--- config.mk ---
export PLATFORM = sky130hd
export DESIGN_NAME = task_dispatcher
export DESIGN_NICKNAME = d
export VERILOG_FILES = /design/src/rtl/task_bus_pkg.sv /design/src/rtl/priority_select.sv /design/src/rtl/task_dispatcher.sv
export SDC_FILE = /design/constraint.sdc
export NUM_CORES = 1
export LEC_CHECK = 0
export ABC_AREA = 1
export CORE_UTILIZATION = 45
export DETAILED_ROUTE_END_ITERATION = 8
export GPL_TIMING_DRIVEN = 1
export HOLD_SLACK_MARGIN = 0.12
export PLACE_DENSITY = 0.75
export SYNTH_ARGS = -nofsm -noshare
export SYNTH_HDL_FRONTEND = slang
export SYNTH_HIERARCHICAL = 1
export SYNTH_SLANG_ARGS = --single-unit
--- constraint.sdc ---
create_clock -name CLK -period 2.1 [get_ports CLK]
set_clock_uncertainty 0.1 [all_clocks]
set_input_delay 0.63 -clock CLK [delete_from_list [all_inputs] [get_ports CLK]]
set_output_delay 0.63 -clock CLK [all_outputs]
set_load 0.01 [all_outputs]
--- src/rtl/task_bus_pkg.sv ---
// -----------------------------------------------------------------------------
// task_bus_pkg
// Shared definitions for the 16-bit task command bus and the per-task sorter
// words: opcode values, command-word field positions, sorter-word layout and
// the dispatcher FSM state encoding.
//
// Command word : {4'b0, id[3:0], opcode[3:0], arg[3:0]}
// Sorter word  : {id[3:0], prio[3:0]}, all-zero = task not ready
// -----------------------------------------------------------------------------
package task_bus_pkg;

  localparam logic [3:0] OP_READY      = 4'b0001;
  localparam logic [3:0] OP_SUSPEND    = 4'b0010;
  localparam logic [3:0] OP_WAIT       = 4'b0011;
  localparam logic [3:0] OP_KILL       = 4'b0100;
  localparam logic [3:0] OP_SET_PRIO   = 4'b0101;
  localparam logic [3:0] OP_SET_EXEHIT = 4'b0110;
  localparam logic [3:0] OP_EXECUTE    = 4'b0111;
  localparam logic [3:0] OP_FINISH     = 4'b1111;

  localparam int CMD_W       = 16;
  localparam int FIELD_W     = 4;
  localparam int CMD_ARG_LSB = 0;
  localparam int CMD_OP_LSB  = 4;
  localparam int CMD_ID_LSB  = 8;

  localparam int SORT_W        = 8;
  localparam int SORT_PRIO_LSB = 0;
  localparam int SORT_ID_LSB   = 4;

  typedef enum logic [2:0] {
    ST_IDLE   = 3'd0,
    ST_SELECT = 3'd1,
    ST_EXEC   = 3'd2,
    ST_RUN    = 3'd3,
    ST_FINISH = 3'd4
  } disp_state_e;

  function automatic logic [CMD_W-1:0] make_cmd(input logic [FIELD_W-1:0] id,
                                                input logic [FIELD_W-1:0] op,
                                                input logic [FIELD_W-1:0] arg);
    logic [CMD_W-1:0] w;
    w = '0;
    w[CMD_ID_LSB  +: FIELD_W] = id;
    w[CMD_OP_LSB  +: FIELD_W] = op;
    w[CMD_ARG_LSB +: FIELD_W] = arg;
    return w;
  endfunction

  // Host commands that end the running task's slice early.
  function automatic logic is_preempt_op(input logic [FIELD_W-1:0] op);
    return (op == OP_SUSPEND) || (op == OP_WAIT) || (op == OP_KILL);
  endfunction

  // Execute/Finish belong to the scheduler alone; the host may not inject them.
  function automatic logic is_sched_op(input logic [FIELD_W-1:0] op);
    return (op == OP_EXECUTE) || (op == OP_FINISH);
  endfunction

endpackage

--- src/rtl/priority_select.sv ---
// -----------------------------------------------------------------------------
// priority_select
// Combinational argmax over N_TASKS ready tasks.
//
// Ports:
//   i_ready  [N_TASKS]    : per-task ready flag
//   i_prio   [4*N_TASKS]  : packed 4-bit priorities, slice i = task i
//   i_start  [4]          : first index of the search (round-robin mode only)
//   o_winner [4]          : index of the highest-priority ready task
//   o_found  [1]          : at least one task is ready
//
// Build option: DISPATCH_RR_EN defined -> equal priorities resolve to the first
// ready task found scanning upward (with wrap) from i_start; undefined -> the
// lowest index wins and i_start is ignored.
// -----------------------------------------------------------------------------
module priority_select
  import task_bus_pkg::*;
#(
  parameter int N_TASKS = 8
) (
  input  logic [N_TASKS-1:0]         i_ready,
  input  logic [FIELD_W*N_TASKS-1:0] i_prio,
  input  logic [FIELD_W-1:0]         i_start,
  output logic [FIELD_W-1:0]         o_winner,
  output logic                       o_found
);

  localparam int IDX_W = (N_TASKS > 1) ? $clog2(N_TASKS) : 1;

  logic [FIELD_W-1:0] w_prio_a [N_TASKS];
  int                 w_base;

  always_comb begin
    for (int i = 0; i < N_TASKS; i++) begin
      w_prio_a[i] = i_prio[FIELD_W*i +: FIELD_W];
    end
  end

`ifdef DISPATCH_RR_EN
  assign w_base = (int'(i_start) < N_TASKS) ? int'(i_start) : 0;
`else
  logic w_unused_start;
  assign w_unused_start = ^i_start;
  assign w_base         = 0;
`endif

  // Strict '>' keeps the first candidate in scan order on a tie, so the scan
  // origin alone decides the tie-break policy.
  always_comb begin
    logic [FIELD_W-1:0] best;
    logic [IDX_W-1:0]   idx;
    int                 t;
    o_winner = '0;
    o_found  = 1'b0;
    best     = '0;
    for (int k = 0; k < N_TASKS; k++) begin
      t = w_base + k;
      if (t >= N_TASKS) t = t - N_TASKS;
      idx = IDX_W'(t);
      if (i_ready[idx] && (!o_found || (w_prio_a[idx] > best))) begin
        o_found  = 1'b1;
        best     = w_prio_a[idx];
        o_winner = FIELD_W'(t);
      end
    end
  end

endmodule

--- src/rtl/task_dispatcher.sv ---
// -----------------------------------------------------------------------------
// task_dispatcher
// Central scheduler on the 16-bit task command bus. Picks the highest-priority
// ready task from the sorter words, issues Execute, lets it run for a fixed
// slice, issues Finish, and forwards host-injected commands in between.
//
// Ports:
//   CLK, RST        : clock, asynchronous active-high reset
//   sorter_in       : N_TASKS packed {id, prio} words; slice i ready iff it is
//                     non-zero and its id field equals i
//   host_op         : host command {4'b0, id, opcode, arg}
//   host_valid      : host command present
//   host_ready      : host command taken when high together with host_valid
//   op_out          : command bus, 16'h0000 when idle
//   op_valid        : op_out is non-zero
//   cur_task        : id of the task holding the slice (valid while busy)
//   busy            : high in EXEC, RUN and FINISH
//
// Build option: DISPATCH_RR_EN selects round-robin tie-breaking (search starts
// one past the last dispatched task); default is lowest-index-wins.
// -----------------------------------------------------------------------------
module task_dispatcher
  import task_bus_pkg::*;
#(
  parameter int N_TASKS      = 8,
  parameter int SLICE_CYCLES = 10000
) (
  input  logic                      CLK,
  input  logic                      RST,
  input  logic [SORT_W*N_TASKS-1:0] sorter_in,
  input  logic [CMD_W-1:0]          host_op,
  input  logic                      host_valid,
  output logic                      host_ready,
  output logic [CMD_W-1:0]          op_out,
  output logic                      op_valid,
  output logic [FIELD_W-1:0]        cur_task,
  output logic                      busy
);

  localparam int               CNT_W    = $clog2(SLICE_CYCLES + 1);
  localparam logic [CNT_W-1:0] CNT_LAST = CNT_W'(SLICE_CYCLES - 1);

  disp_state_e          r_state;
  logic [CNT_W-1:0]     r_cnt;
  logic                 r_host_ready;
  logic                 r_busy;
  logic [FIELD_W-1:0]   r_cur_task;
  logic [CMD_W-1:0]     r_op_out;
  logic                 r_op_valid;

  logic [N_TASKS-1:0]         w_ready;
  logic [FIELD_W*N_TASKS-1:0] w_prio;
  logic [FIELD_W-1:0]         w_start;
  logic [FIELD_W-1:0]         w_winner;
  logic                       w_found;
  logic                       w_host_acc;
  logic                       w_host_fwd;
  logic                       w_host_preempt;
  logic [FIELD_W-1:0]         w_host_opc;
  logic [FIELD_W-1:0]         w_host_id;
  logic [CMD_W-1:0]           w_op_nxt;

  assign host_ready = r_host_ready;
  assign op_out     = r_op_out;
  assign op_valid   = r_op_valid;
  assign cur_task   = r_cur_task;
  assign busy       = r_busy;

  always_comb begin
    w_ready = '0;
    w_prio  = '0;
    for (int i = 0; i < N_TASKS; i++) begin
      w_prio[FIELD_W*i +: FIELD_W] = sorter_in[SORT_W*i + SORT_PRIO_LSB +: FIELD_W];
      w_ready[i] = (sorter_in[SORT_W*i +: SORT_W] != '0) &&
                   (sorter_in[SORT_W*i + SORT_ID_LSB +: FIELD_W] == FIELD_W'(i));
    end
  end

`ifdef DISPATCH_RR_EN
  logic [FIELD_W-1:0] r_rr_last;

  assign w_start = (r_rr_last == FIELD_W'(N_TASKS - 1)) ? '0 : r_rr_last + 1'b1;

  always_ff @(posedge CLK or posedge RST) begin
    if (RST) begin
      r_rr_last <= '0;
    end else if (r_state == ST_EXEC) begin
      r_rr_last <= r_cur_task;
    end
  end
`else
  assign w_start = '0;
`endif

  priority_select #(
    .N_TASKS (N_TASKS)
  ) u_sel (
    .i_ready  (w_ready),
    .i_prio   (w_prio),
    .i_start  (w_start),
    .o_winner (w_winner),
    .o_found  (w_found)
  );

  assign w_host_opc     = host_op[CMD_OP_LSB +: FIELD_W];
  assign w_host_id      = host_op[CMD_ID_LSB +: FIELD_W];
  assign w_host_acc     = host_valid && r_host_ready;
  assign w_host_fwd     = w_host_acc && !is_sched_op(w_host_opc);
  assign w_host_preempt = w_host_acc && (r_state == ST_RUN) &&
                          is_preempt_op(w_host_opc) && (w_host_id == r_cur_task);

  // host_ready is held low on the final RUN cycle, so a forwarded host word
  // and the Finish word can never compete for the same bus cycle.
  always_comb begin
    w_op_nxt = '0;
    case (r_state)
      ST_IDLE:   if (w_host_fwd) w_op_nxt = host_op;
      ST_SELECT: if (w_found)    w_op_nxt = make_cmd(w_winner, OP_EXECUTE, 4'h0);
      ST_RUN: begin
        if (w_host_fwd)              w_op_nxt = host_op;
        else if (r_cnt == CNT_LAST)  w_op_nxt = make_cmd(r_cur_task, OP_FINISH, 4'h0);
      end
      default:   w_op_nxt = '0;
    endcase
  end

  always_ff @(posedge CLK or posedge RST) begin
    if (RST) begin
      r_state      <= ST_IDLE;
      r_cnt        <= '0;
      r_host_ready <= 1'b0;
      r_busy       <= 1'b0;
      r_cur_task   <= '0;
      r_op_out     <= '0;
      r_op_valid   <= 1'b0;
    end else begin
      r_op_out   <= w_op_nxt;
      r_op_valid <= (w_op_nxt != '0);
      case (r_state)
        ST_IDLE: begin
          // An accepted host command (even a dropped one) defers selection.
          if (!w_host_acc && (|w_ready)) begin
            r_state      <= ST_SELECT;
            r_host_ready <= 1'b0;
          end else begin
            r_host_ready <= 1'b1;
          end
        end
        ST_SELECT: begin
          if (w_found) begin
            r_state    <= ST_EXEC;
            r_cur_task <= w_winner;
            r_busy     <= 1'b1;
          end else begin
            r_state      <= ST_IDLE;
            r_host_ready <= 1'b1;
          end
        end
        ST_EXEC: begin
          r_state      <= ST_RUN;
          r_cnt        <= '0;
          r_host_ready <= 1'b1;
        end
        ST_RUN: begin
          if (w_host_preempt) begin
            r_state      <= ST_IDLE;
            r_busy       <= 1'b0;
            r_host_ready <= 1'b1;
          end else if (r_cnt == CNT_LAST) begin
            r_state      <= ST_FINISH;
            r_host_ready <= 1'b0;
          end else begin
            r_cnt        <= r_cnt + 1'b1;
            r_host_ready <= ((r_cnt + 1'b1) != CNT_LAST);
          end
        end
        ST_FINISH: begin
          r_state      <= ST_IDLE;
          r_busy       <= 1'b0;
          r_host_ready <= 1'b1;
        end
        default: begin
          r_state      <= ST_IDLE;
          r_busy       <= 1'b0;
          r_host_ready <= 1'b1;
        end
      endcase
    end
  end

endmodule

==> results of run 1 <==
==> worst max-delay path, delay by kind of cell <==
family | cells | cell delay (ns)
AND/OR/NAND/NOR | 49 | 5.41
AO/OA/AOI/OAI | 15 | 1.75
adder cells (fa/ha/maj) | 7 | 1.54
buffers and inverters | 13 | 1.09
==> worst max-delay path by stage <==
stage / depth (start not counted) / to / slack (ns)
detailed placement: 81 / op_valid$_DFF_PP0_ / -7.19
finish: 84 / op_valid$_DFF_PP0_ / -8.28
CTS: 81 / op_valid$_DFF_PP0_ / -6.43
global placement: 78 / op_valid$_DFF_PP0_ / -6.78
floorplan: 78 / op_valid$_DFF_PP0_ / -5.93
global route: 84 / op_valid$_DFF_PP0_ / -8.62
==> power by group through the flow <==
stage	combinational (mW)	sequential (mW)	clock (mW)
2_1_floorplan	0.899	1.15	0
3_3_place_gp	1.74	1.08	0
3_5_place_dp	1.79	1.09	0
4_1_cts	1.97	1.08	0.638
5_1_grt	2.72	1.13	0.679
6_report	2.62	1.12	0.666
==> routing by layer <==
layer,global-route usage (%),vias to the layer above
li1,-,2201
met1,33.8,2514
met5,0,-
met3,5.13,245
met2,56.8,665
met4,17.3,0
==> layout make-up <==
| cell class | count | area [um^2] |
|---|---|---|
| Clock buffer | 5 | 68.8 |
| Tap cell | 99 | 124 |
| Timing Repair Buffer | 242 | 2170 |
| Clock inverter | 3 | 42.5 |
| Fill cell | 257 | 672 |
| Inverter | 95 | 380 |
| Sequential cell | 40 | 1000 |
| Multi-Input combinational cell | 399 | 2950 |
==> state kept, by name (all words and copies together) (netlist names) <==
name	cells
r_state	3
r_cnt	14
op_out	16
busy	1
cur_task	4
host_ready	1
op_valid	1
==> what timing repair did <==
action	in CTS	in global routing
cloned	0	1
setup endpoints to repair	15	30
pin swaps	69	56
setup buffers	41	18
resized for setup	103	131
==> out/results.ini, run 1 <==
[status]
run_status=complete, but fails checks
failed_checks=setup timing

[finish]
post-route-util_pct=90.9
fin_area_um2=6740
fin_cells=883
nets=897
diodes=0
layout_common_cells=buf_4, nand2_1, clkdlybuf4s50_1, inv_1, nor2_1
layout_commonest_cell=buf_4
area_growth_pct=91.1
drive_above_1_share_pct=41.7

[route]
vias=5625
postRouteAntennaNets=0
drtIter0Drc=726
highest_layer=met4
firstDrtPassIters=8
post_drt_wl_per_cell_um=23.1
wl_met1_mm=6.82
routed_wl_mm=20.4
vias_per_cell=6.37
met2_length_mm=8.67
drc=0
wl_met3_mm=2.75

[die]
die_h_um=90.5
io_pins=106
rows=31
die_area_um2=8190
die_w_um=90.5
start_util_pct=47.6
coreArea_um2=7410

[critical_path]
cp_max_fo=8
path_common_cell=nand2_1
regToRegSetupSlack_ns=-0.25
cp.required_ns=2.20
rr_worst_depth=15
critPathMaxStageDelay_ns=0.30
critPathArrivalTime_ns=10.47
r2r-start=r_cnt[0]$_DFFE_PP0P_
reg2reg_to=host_ready$_DFFE_PP0P_
crit_path_top_delay_cell=or2_4
setup.worst_path.start=sorter_in[6]
crit_path_end_kind=register
start_kind=input port
critical_path_class=in -> reg

[sta]
hold_ws_ns=0.501
setup_viol=24
final_max_slew_viol_count=0
hold_viol=0
tightest_slew_ns=0.529
fin_tns_setup_ns=-64.51
relSlewSlack_pct=64.6
finalCritPeriodShare_pct=494
layout_setup_ws_ns=-8.28
period_needed_ns=10.38
fmax_mhz=96.4
rsz0062_at_grt=true

[pwr]
pwr-share-clk_pct=15.1
cellPowerDensity_nw_per_um2=654
vdd_drop_max_v=0.000339
p_total_mw=4.40
comb_power_share_pct=59.5
internal_power_mw=2.46
power_frac_seq_pct=25.4
switchingPower_mw=1.94
power_switching_share_pct=44.1
leakagePower_nw=3.41

[placed_design]
placedInstanceArea_um2=5380
dp_hpwl_mm=8.11
dpl.cell_count=815
portBuffers=105
pre_cts_ws_ns=-7.19
routabilityCongestion=0.893

[hold_path]
hold_start=host_ready$_DFFE_PP0P_
min_to=host_ready$_DFFE_PP0P_
holdPathStages=2
hold_class=reg -> reg

[clock_tree]
cts_buffers=5
cts_tree=done
clkSinkCount=40
h-tree-depth=2
cts.path.max_buffers=2
cts.clk_slew.worst_paths_ns=0.08
clk_latency_ns=0.32
cts-root-buf=clkbuf_8
hold_buffers=0

[synth]
ys_warn_count=6
syn_area_per_cell_um2=6.57
synth_area_um2=3530
synth_nets=651
syn-instance-count=537

[global_route]
grt_pass1_wl_mm=20.7
grt_max_degree=41
gr-total-overflow=0
grt_use_total_pct=31.1
grt_pass1_vias=4764
antenna_found_initial=0

[job]
drv_cap=0

Power figures use the tool's default switching activity.
==> run 2, diff against run 1 <==
CORE_MARGIN = 10   (was not set)
SKIP_LAST_GASP = 1   (was not set)
==> run 2 against run 1 <==
Effect of this change:
- the flow still finishes with violations (setup timing)
- final cell count is 2.0% higher
- flip-flop and latch count stayed put
- setup slack worse by 0.28 ns
- non-clock buffer count is 16 higher
- combinational power is 2% lower
- die area is 44% higher
- critical endpoint is now op_out[9]$_DFF_PP0_
==> out/results.ini, run 2 (synthesized netlist as in run 1, its figures left out) <==
[clock_tree]
cts_buffers=5
clk_latency_ns=0.30
h-tree-depth=2
cts_tree=done
cts-root-buf=clkbuf_8
cts.path.max_buffers=2
hold_buffers=0
clkSinkCount=40
cts.clk_slew.worst_paths_ns=0.08

[sta]
rsz0062_at_grt=true
layout_setup_ws_ns=-8.55
setup_viol=21
fmax_mhz=93.9
hold_ws_ns=0.525
fin_tns_setup_ns=-68.87
period_needed_ns=10.65
hold_viol=0
final_max_slew_viol_count=0
finalCritPeriodShare_pct=507

[status]
failed_checks=setup timing
run_status=complete, but fails checks

[finish]
seq_area_um2=1000
largest_reg_flops=16
area_growth_pct=92.8
multiInputGateArea_um2=2960
drive_above_1_share_pct=42.6
nets=912
final.fill_count=309
diodes=0
post-route-util_pct=88.4
layout_commonest_cell=buf_4
layout_common_cells=buf_4, nand2_1, clkdlybuf4s50_1, inv_1, nor2_1
fin_cells=901
fin_area_um2=6800

[pwr]
leakagePower_nw=3.39
power_switching_share_pct=43.3
comb_power_share_pct=60.9
internal_power_mw=2.41
pwr-share-clk_pct=13.0
vdd_drop_max_v=0.000319
power_frac_seq_pct=26.0
p_total_mw=4.24
switchingPower_mw=1.83
cellPowerDensity_nw_per_um2=624

[route]
drc=0
post_drt_wl_per_cell_um=24.1
vias=5575
postRouteAntennaNets=0
vias_per_cell=6.19
routed_wl_mm=21.7
drtIter0Drc=814
firstDrtPassIters=9

[hold_path]
hold_start=r_cnt[12]$_DFFE_PP0P_
hold_class=reg -> reg
min_to=r_cnt[12]$_DFFE_PP0P_
holdPathStages=2

[critical_path]
critPathArrivalTime_ns=10.76
regToRegSetupSlack_ns=-0.15
r2r-start=r_cnt[0]$_DFFE_PP0P_
rr_worst_depth=15
crit_path_top_delay_cell=ha_1
path_common_cell=nand2_1
cp_max_fo=7
cp.required_ns=2.20
critPathMaxStageDelay_ns=0.30
crit_path_end_kind=register
reg2reg_to=host_ready$_DFFE_PP0P_
critical_path_class=in -> reg
start_kind=input port

[global_route]
grt_max_degree=41
antenna_found_initial=0
grt_pass1_wl_mm=24.3
grt_use_total_pct=25.9
gr-total-overflow=0
grt_pass1_vias=5008

[die]
start_util_pct=45.9
die_w_um=109
io_pins=106
rows=32
die_area_um2=11800
coreArea_um2=7690
die_h_um=109

[placed_design]
pre_cts_ws_ns=-7.32
dpl.cell_count=831
placedInstanceArea_um2=5480
routabilityCongestion=0.903
portBuffers=105
dp_hpwl_mm=9.16

[job]
drv_cap=0

[run 2: cell count changes in the layout (fill, tap and decap cells not counted), moves of 7 or more]
cell / change
dlygate4sd2_1: +7
buf_6: -8
buf_4: +25
dlymetal6s2s_1: -10
[run 2: how the worst max path moves through the flow]
stage / cells past startpoint / start / to / slack (ns)
after global placement: 79 / sorter_in[1] / op_valid$_DFF_PP0_ / -6.81
final: 82 / sorter_in[2] / op_out[9]$_DFF_PP0_ / -8.55
after floorplan: 78 / sorter_in[7] / op_valid$_DFF_PP0_ / -5.93
after CTS: 80 / sorter_in[6] / op_valid$_DFF_PP0_ / -6.39
after global routing: 80 / sorter_in[2] / op_valid$_DFF_PP0_ / -8.66
after detailed placement: 81 / sorter_in[1] / op_valid$_DFF_PP0_ / -7.32
[run 2: power by group through the flow]
stage | registers [mW] | clock network, mW | logic [mW]
floorplan | 1.15 | 0 | 0.899
global placement | 1.08 | 0 | 1.79
detailed placement | 1.09 | 0 | 1.84
CTS | 1.08 | 0.542 | 2.07
global route | 1.12 | 0.579 | 2.70
finish | 1.10 | 0.552 | 2.58
[run 2: layout make-up]
type	count	area share, %
Inverter	95	5.71
Clock inverter	2	0.147
Clock buffer	6	1.21
Multi-Input combinational cell	398	43.5
Sequential cell	40	14.7
Tap cell	102	1.88
Timing Repair Buffer	258	32.8
[run 2: repair_timing]
action / CTS / global route
setup buffers: 50 / 12
gates resized for setup: 119 / 107
hold endpoints to repair: 0 / 0
setup endpoints to repair: 16 / 30
pin swaps: 52 / 76
[run 2: worst max-delay path: cells and delay by family]
family	cells	cell delay (ns)
buffers and inverters	15	1.43
adders and majority gates	7	1.68
and+or+nand+nor	45	5.04
AOI/OAI and AO/OA	15	1.89
[run 2: routing by layer]
layer  GRT usage [%]  wire (um)  vias up
met5               0          0        -
met4            17.3       2110        0
met3            5.89       2740      219
met2            45.0       9670      630
met1            27.6       7170     2494
li1                -          -     2232
